<file path="src/rtl/abs_delta_pkg.sv">
// Shared definitions for the absolute-difference delta link (encoder and decoder).
// Contents:
//   DW_DEF / MW_DEF : default sample width and delta magnitude width
//   state_e         : decoder lock state
//   KEY, SIGN_SUB   : token field encodings for in_key / in_sign
package abs_delta_pkg;

  localparam int DW_DEF = 8;
  localparam int MW_DEF = DW_DEF + 1;

  typedef enum logic {
    UNLOCKED = 1'b0,
    LOCKED   = 1'b1
  } state_e;

  // in_key value that marks an absolute sample
  localparam logic KEY      = 1'b1;
  // in_sign value that means "new sample = prev - magnitude"
  localparam logic SIGN_SUB = 1'b1;

endpackage

</file>
<file path="src/rtl/abs_delta_sat_add.sv">
// Combinational prev +/- magnitude with clamping to the unsigned DW-bit range.
// Ports:
//   prev_i   : previous reconstructed sample (unsigned, DW bits)
//   mag_i    : delta magnitude (unsigned, MW bits, MW > DW)
//   sub_i    : 1 = subtract magnitude, 0 = add
//   result_o : clamped result
//   err_o    : 1 when the true result fell outside 0 .. 2^DW-1
module abs_delta_sat_add #(
  parameter int DW = 8,
  parameter int MW = DW + 1
) (
  input  logic [DW-1:0] prev_i,
  input  logic [MW-1:0] mag_i,
  input  logic          sub_i,
  output logic [DW-1:0] result_o,
  output logic          err_o
);

  // One extra bit over the magnitude keeps the sign of the true sum.
  localparam int SW = MW + 1;

  logic [SW-1:0] a_ext;
  logic [SW-1:0] b_ext;
  logic [SW-1:0] sum;
  logic          neg;
  logic          over;

  assign a_ext = {{(SW-DW){1'b0}}, prev_i};
  assign b_ext = {1'b0, mag_i};
  assign sum   = sub_i ? (a_ext - b_ext) : (a_ext + b_ext);

  // Two's-complement: MSB set means the result went below zero.
  assign neg  = sum[SW-1];
  // Non-negative but with any bit above the sample width set means overflow.
  assign over = !neg && (|sum[SW-2:DW]);

  always_comb begin
    result_o = sum[DW-1:0];
    if (neg) begin
      result_o = '0;
    end else if (over) begin
      result_o = '1;
    end
  end

  assign err_o = neg | over;

endmodule

</file>
<file path="src/rtl/abs_delta_decoder.sv">
// Rebuilds a DW-bit sample stream from keyframes and (sign, magnitude) deltas.
// Ports:
//   clk, rst_n            : clock, asynchronous active-low reset
//   in_valid / in_ready   : input token handshake
//   in_key, in_sign       : token type and delta direction
//   in_mag                : delta magnitude, or keyframe value in low DW bits
//   out_valid / out_ready : output sample handshake (one-entry output register)
//   out_data, out_err     : reconstructed sample and clamp / pre-keyframe flag
//   locked                : a keyframe has been accepted since reset
module abs_delta_decoder
  import abs_delta_pkg::*;
#(
  parameter int DW = DW_DEF,
  parameter int MW = DW + 1
) (
  input  logic          clk,
  input  logic          rst_n,
  input  logic          in_valid,
  output logic          in_ready,
  input  logic          in_key,
  input  logic          in_sign,
  input  logic [MW-1:0] in_mag,
  output logic          out_valid,
  input  logic          out_ready,
  output logic [DW-1:0] out_data,
  output logic          out_err,
  output logic          locked
);

  state_e        state_q, state_d;
  logic [DW-1:0] prev_q, prev_d;
  logic          out_valid_q, out_valid_d;
  logic [DW-1:0] out_data_q, out_data_d;
  logic          out_err_q, out_err_d;

  logic [DW-1:0] delta_res;
  logic          delta_err;
  logic          accept;

  abs_delta_sat_add #(
    .DW (DW),
    .MW (MW)
  ) u_sat_add (
    .prev_i   (prev_q),
    .mag_i    (in_mag),
    .sub_i    (in_sign == SIGN_SUB),
    .result_o (delta_res),
    .err_o    (delta_err)
  );

  // The output register can take a new sample when empty or being drained now.
  assign in_ready = !out_valid_q || out_ready;
  assign accept   = in_valid && in_ready;

  always_comb begin
    state_d     = state_q;
    prev_d      = prev_q;
    out_valid_d = out_valid_q && !out_ready;
    out_data_d  = out_data_q;
    out_err_d   = out_err_q;

    if (accept) begin
      out_valid_d = 1'b1;
      if (in_key == KEY) begin
        prev_d     = in_mag[DW-1:0];
        out_data_d = in_mag[DW-1:0];
        out_err_d  = 1'b0;
        state_d    = LOCKED;
      end else if (state_q == LOCKED) begin
        // Clamped results still become the new reference sample.
        prev_d     = delta_res;
        out_data_d = delta_res;
        out_err_d  = delta_err;
      end else begin
        // Delta with no reference yet: consume it and flag the output.
        out_data_d = '0;
        out_err_d  = 1'b1;
      end
    end
  end

  always_ff @(posedge clk or negedge rst_n) begin
    if (!rst_n) begin
      state_q     <= UNLOCKED;
      prev_q      <= '0;
      out_valid_q <= 1'b0;
      out_data_q  <= '0;
      out_err_q   <= 1'b0;
    end else begin
      state_q     <= state_d;
      prev_q      <= prev_d;
      out_valid_q <= out_valid_d;
      out_data_q  <= out_data_d;
      out_err_q   <= out_err_d;
    end
  end

  assign out_valid = out_valid_q;
  assign out_data  = out_data_q;
  assign out_err   = out_err_q;
  assign locked    = (state_q == LOCKED);

endmodule

</file>
<file path="config.mk">
export PLATFORM = sky130hd
export DESIGN_NAME = abs_delta_decoder
export DESIGN_NICKNAME = d
export VERILOG_FILES = /design/src/rtl/abs_delta_pkg.sv /design/src/rtl/abs_delta_sat_add.sv /design/src/rtl/abs_delta_decoder.sv
export SDC_FILE = /design/constraint.sdc
export NUM_CORES = 1
export LEC_CHECK = 0
export BUFFER_PORTS_ARGS = -buffer_cell sky130_fd_sc_hd__buf_2
export CORE_MARGIN = 1.5
export CORE_UTILIZATION = 50
export DETAILED_ROUTE_END_ITERATION = 8
export PLACE_DENSITY = 0.75
export SYNTH_ARGS = -nofsm -noshare
export SYNTH_HDL_FRONTEND = slang
export SYNTH_HIERARCHICAL = 1
export SYNTH_SLANG_ARGS = --single-unit
</file>
<file path="constraint.sdc">
create_clock -name clk -period 2.45 [get_ports clk]
set_input_delay 0.49 -clock clk [delete_from_list [all_inputs] [get_ports clk]]
set_output_delay 0.49 -clock clk [all_outputs]
set_load 0.01 [all_outputs]
</file>
==> impl_metrics.toml <==
[route]
wl_um = 4710
vias_per_cell = 5.59
drtIter0Drc = 69
drc_errors = 0
vias = 1655
ant_nets = 0
first_pass_iters = 4
wl_per_cell_um = 15.9

[die]
num_io_pins = 27
fp.dieW_um = 60.8
die_h_um = 60.8
die_area_um2 = 3700
initial_utilization_pct = 53.8
rows = 20
core_area_um2 = 3100

[sta]
slew_violations = 0
fmax_mhz = 355
setup_tns_ps = -4960
finalHoldViolations = 0
final_critical_path_setup_slack_ps = -369
maxSlewHeadroom_pct = 60.2
min_period_ps = 2820
worst_slew_pin_slew_ps = 593
fin_skew_ps = 2.18
setup_viol = 17
fin_crit_sh_pct = 115
rsz0062_at_grt = "yes"

[synthesis]
netlist_area_um2 = 1670
ys_types = 50
netlist_instances = 179
ys.flop_type = "dfrtp_1"
synthTopCellsByArea = "dfrtp_1, mux2i_1, ha_1, xnor2_1, a21oi_1"
synth_top_area_share_pct = 28.5
yosys_register_bits = 19
avgSynthCellArea_um2 = 9.33
yosysWarnings = 6
synth_edf_count = 0
synth_fp_nets = 204
yosys.area.top_type = "dfrtp_1"
async_flop_share_pct = 100
yosysSeqAreaShare_pct = 28.5

[global_routing]
grt_max_degree = 20
grt_pass1_wl_um = 7430
gr-total-overflow = 0
grt_use_total_pct = 27.2
grt_pass1_vias = 1653
antenna_found_initial = 0

[power_and_ir_drop]
powerDensity_nw_per_um2 = 1080
ir_drop_mv = 0.602
leakagePower_nw = 1.15

[worst_setup_path]
start_kind = "input port"
cp_slowest_cell = "ha_1"
r2r_setup_slack_ps = -160
worstPathCellList = "buf_4 > buf_4 > nor3_2 > nor2_1 > xnor2_1 > ha_1 > o21ai_0 > a21o_2 > a211oi_4 > o21ai_2 > xnor2_2 > buf_4 > a21oi_2 > mux2i_1 > mux2i_1"
crit_path_max_fanout = 5
crit_type = "input port to register"
arrival_ps = 2980
r2r_start = "prev_q[0]"
cp_slowest_stage_delay_ps = 300
cp_common_cell = "buf_4"
crit_start = "in_mag[1]"
required_ps = 2610
end_kind = "register"

[run_status]
status = "complete, but fails checks"
violations = "negative setup slack"

[clock_network]
clockBufferDepth = 2
cts_tree = "done"
clock_latency_ps = 290
numCtsBuffers = 3
cts_max_level = 1
cts_root_buf = "clkbuf_4"
path_clk_slew_ps = 110
clkSinkCount = 19

[hold_path]
hold_class = "input port to asynchronous set/reset pin"

[placed_design]
dp_slack_ps = -736
gp_congestion = 0.862
io_buffer_count = 26
hpwl_um = 3480

[layout]
final_cell_mix = "buf_4, buf_2, dfrtp_1, mux2i_1, inv_1"
seqCellArea_um2 = 475
antennaDiodeCount = 0
syn_to_final_growth_pct = 42.2
nFillCells = 234
multi_input_area_um2 = 1230
final_layout_size_suffix_gt1_share_pct = 47.6
mostFrequentLayoutCell = "buf_4"
fin_nets = 278

[job]
maxCapViolations = 0
==> synthesized netlist by cell type (all sizes together) (2+ instances only) <==
cell and count:
a2111oi 2, a211oi 3, a21o 3, a21oi 18
a311oi 3, a31oi 2, and3b 2, buf 3
clkbuf 2, dfrtp 19, ha 9, inv 19
mux2i 17, nand2 9, nand2b 6, nand3 2
nor2 10, nor3 3, nor4 3, o211ai 2
o21ai 8, o2bb2ai 8, or2 2, xnor2 12
==> cells by family after synthesis <==
group / count (synthesis) / share of synthesized area (%)
mux: 18 / 10.9
buf+inv: 24 / 6.37
fa+ha+maj: 10 / 7.94
flops: 19 / 28.5
compound gates: 52 / 22.6
simple gates: 43 / 15.6
xor+xnor: 13 / 8.16
==> report_power, final <==
group	total, mW	switching (mW)	internal, mW
clock	0.155	0.0942	0.0607
sequential	0.518	0.0850	0.433
combinational	1.90	0.945	0.960
==> worst max-delay path, delay by kind of cell <==
| family | cells | cell delay (ps) |
|---|---|---|
| buffers and inverters | 3 | 440 |
| xor gates and xnor gates | 2 | 390 |
| and+or+nand+nor | 2 | 270 |
| adders and majority gates | 1 | 300 |
| muxes | 2 | 300 |
| AOI/OAI and AO/OA | 5 | 780 |
==> timing repair <==
| item | 4_1_cts | 5_1_grt |
|---|---|---|
| setup buffers | 8 | 5 |
| endpoints found under the setup margin | 17 | 17 |
| pin swaps | 16 | 5 |
| gates resized for setup | 29 | 9 |
| endpoints found under the hold margin | 0 | 0 |
| hold buffers | 0 | 0 |
==> flip-flops by register name (all words and copies together) (netlist names) <==
signal	cells
out_valid	1
out_data	8
locked	1
prev_q	8
out_err	1
==> layer usage <==
metal	wire, um	track usage, %	vias up	part of all wire (%)
li1	-	-	791	-
met5	0	0	-	0
met4	72	8.70	0	1.5
met1	1970	31.4	807	42
met2	2500	51.8	49	53
met3	172	2.99	8	3.7
==> stage by stage <==
step,instances,instance area (um2),hold slack (ps),util [%],power (mW)
2_1_floorplan,179,1710,194,-,1.51
3_3_place_gp,279,2120,430,68.3,2.01
3_5_place_dp,279,2120,448,68.3,2.07
4_1_cts,291,2320,114,74.8,2.45
5_1_grt,296,2380,126,76.6,2.77
6_report,296,2380,115,76.6,2.58
==> final timing paths <==
| check | cells past startpoint | to |
|---|---|---|
| max | 15 | prev_q[1] |
| min in group clk | 2 | out_valid |
| max reg2reg | 14 | prev_q[2] |
| min reg2reg | 1 | out_data[3] |
| min | 1 | out_data[3] |
| max in group asynchronous | 1 | prev_q[3] |
==> cell type report <==
class | count | area share, %
multi-input cells | 136 | 51.7
repair buffers | 74 | 21.9
flip-flops and latches | 19 | 20.0
inverters | 19 | 3.00
well taps | 44 | 2.32
clock buffers | 3 | 0.948
clock inverters | 1 | 0.211
Power figures use the tool's default switching activity.
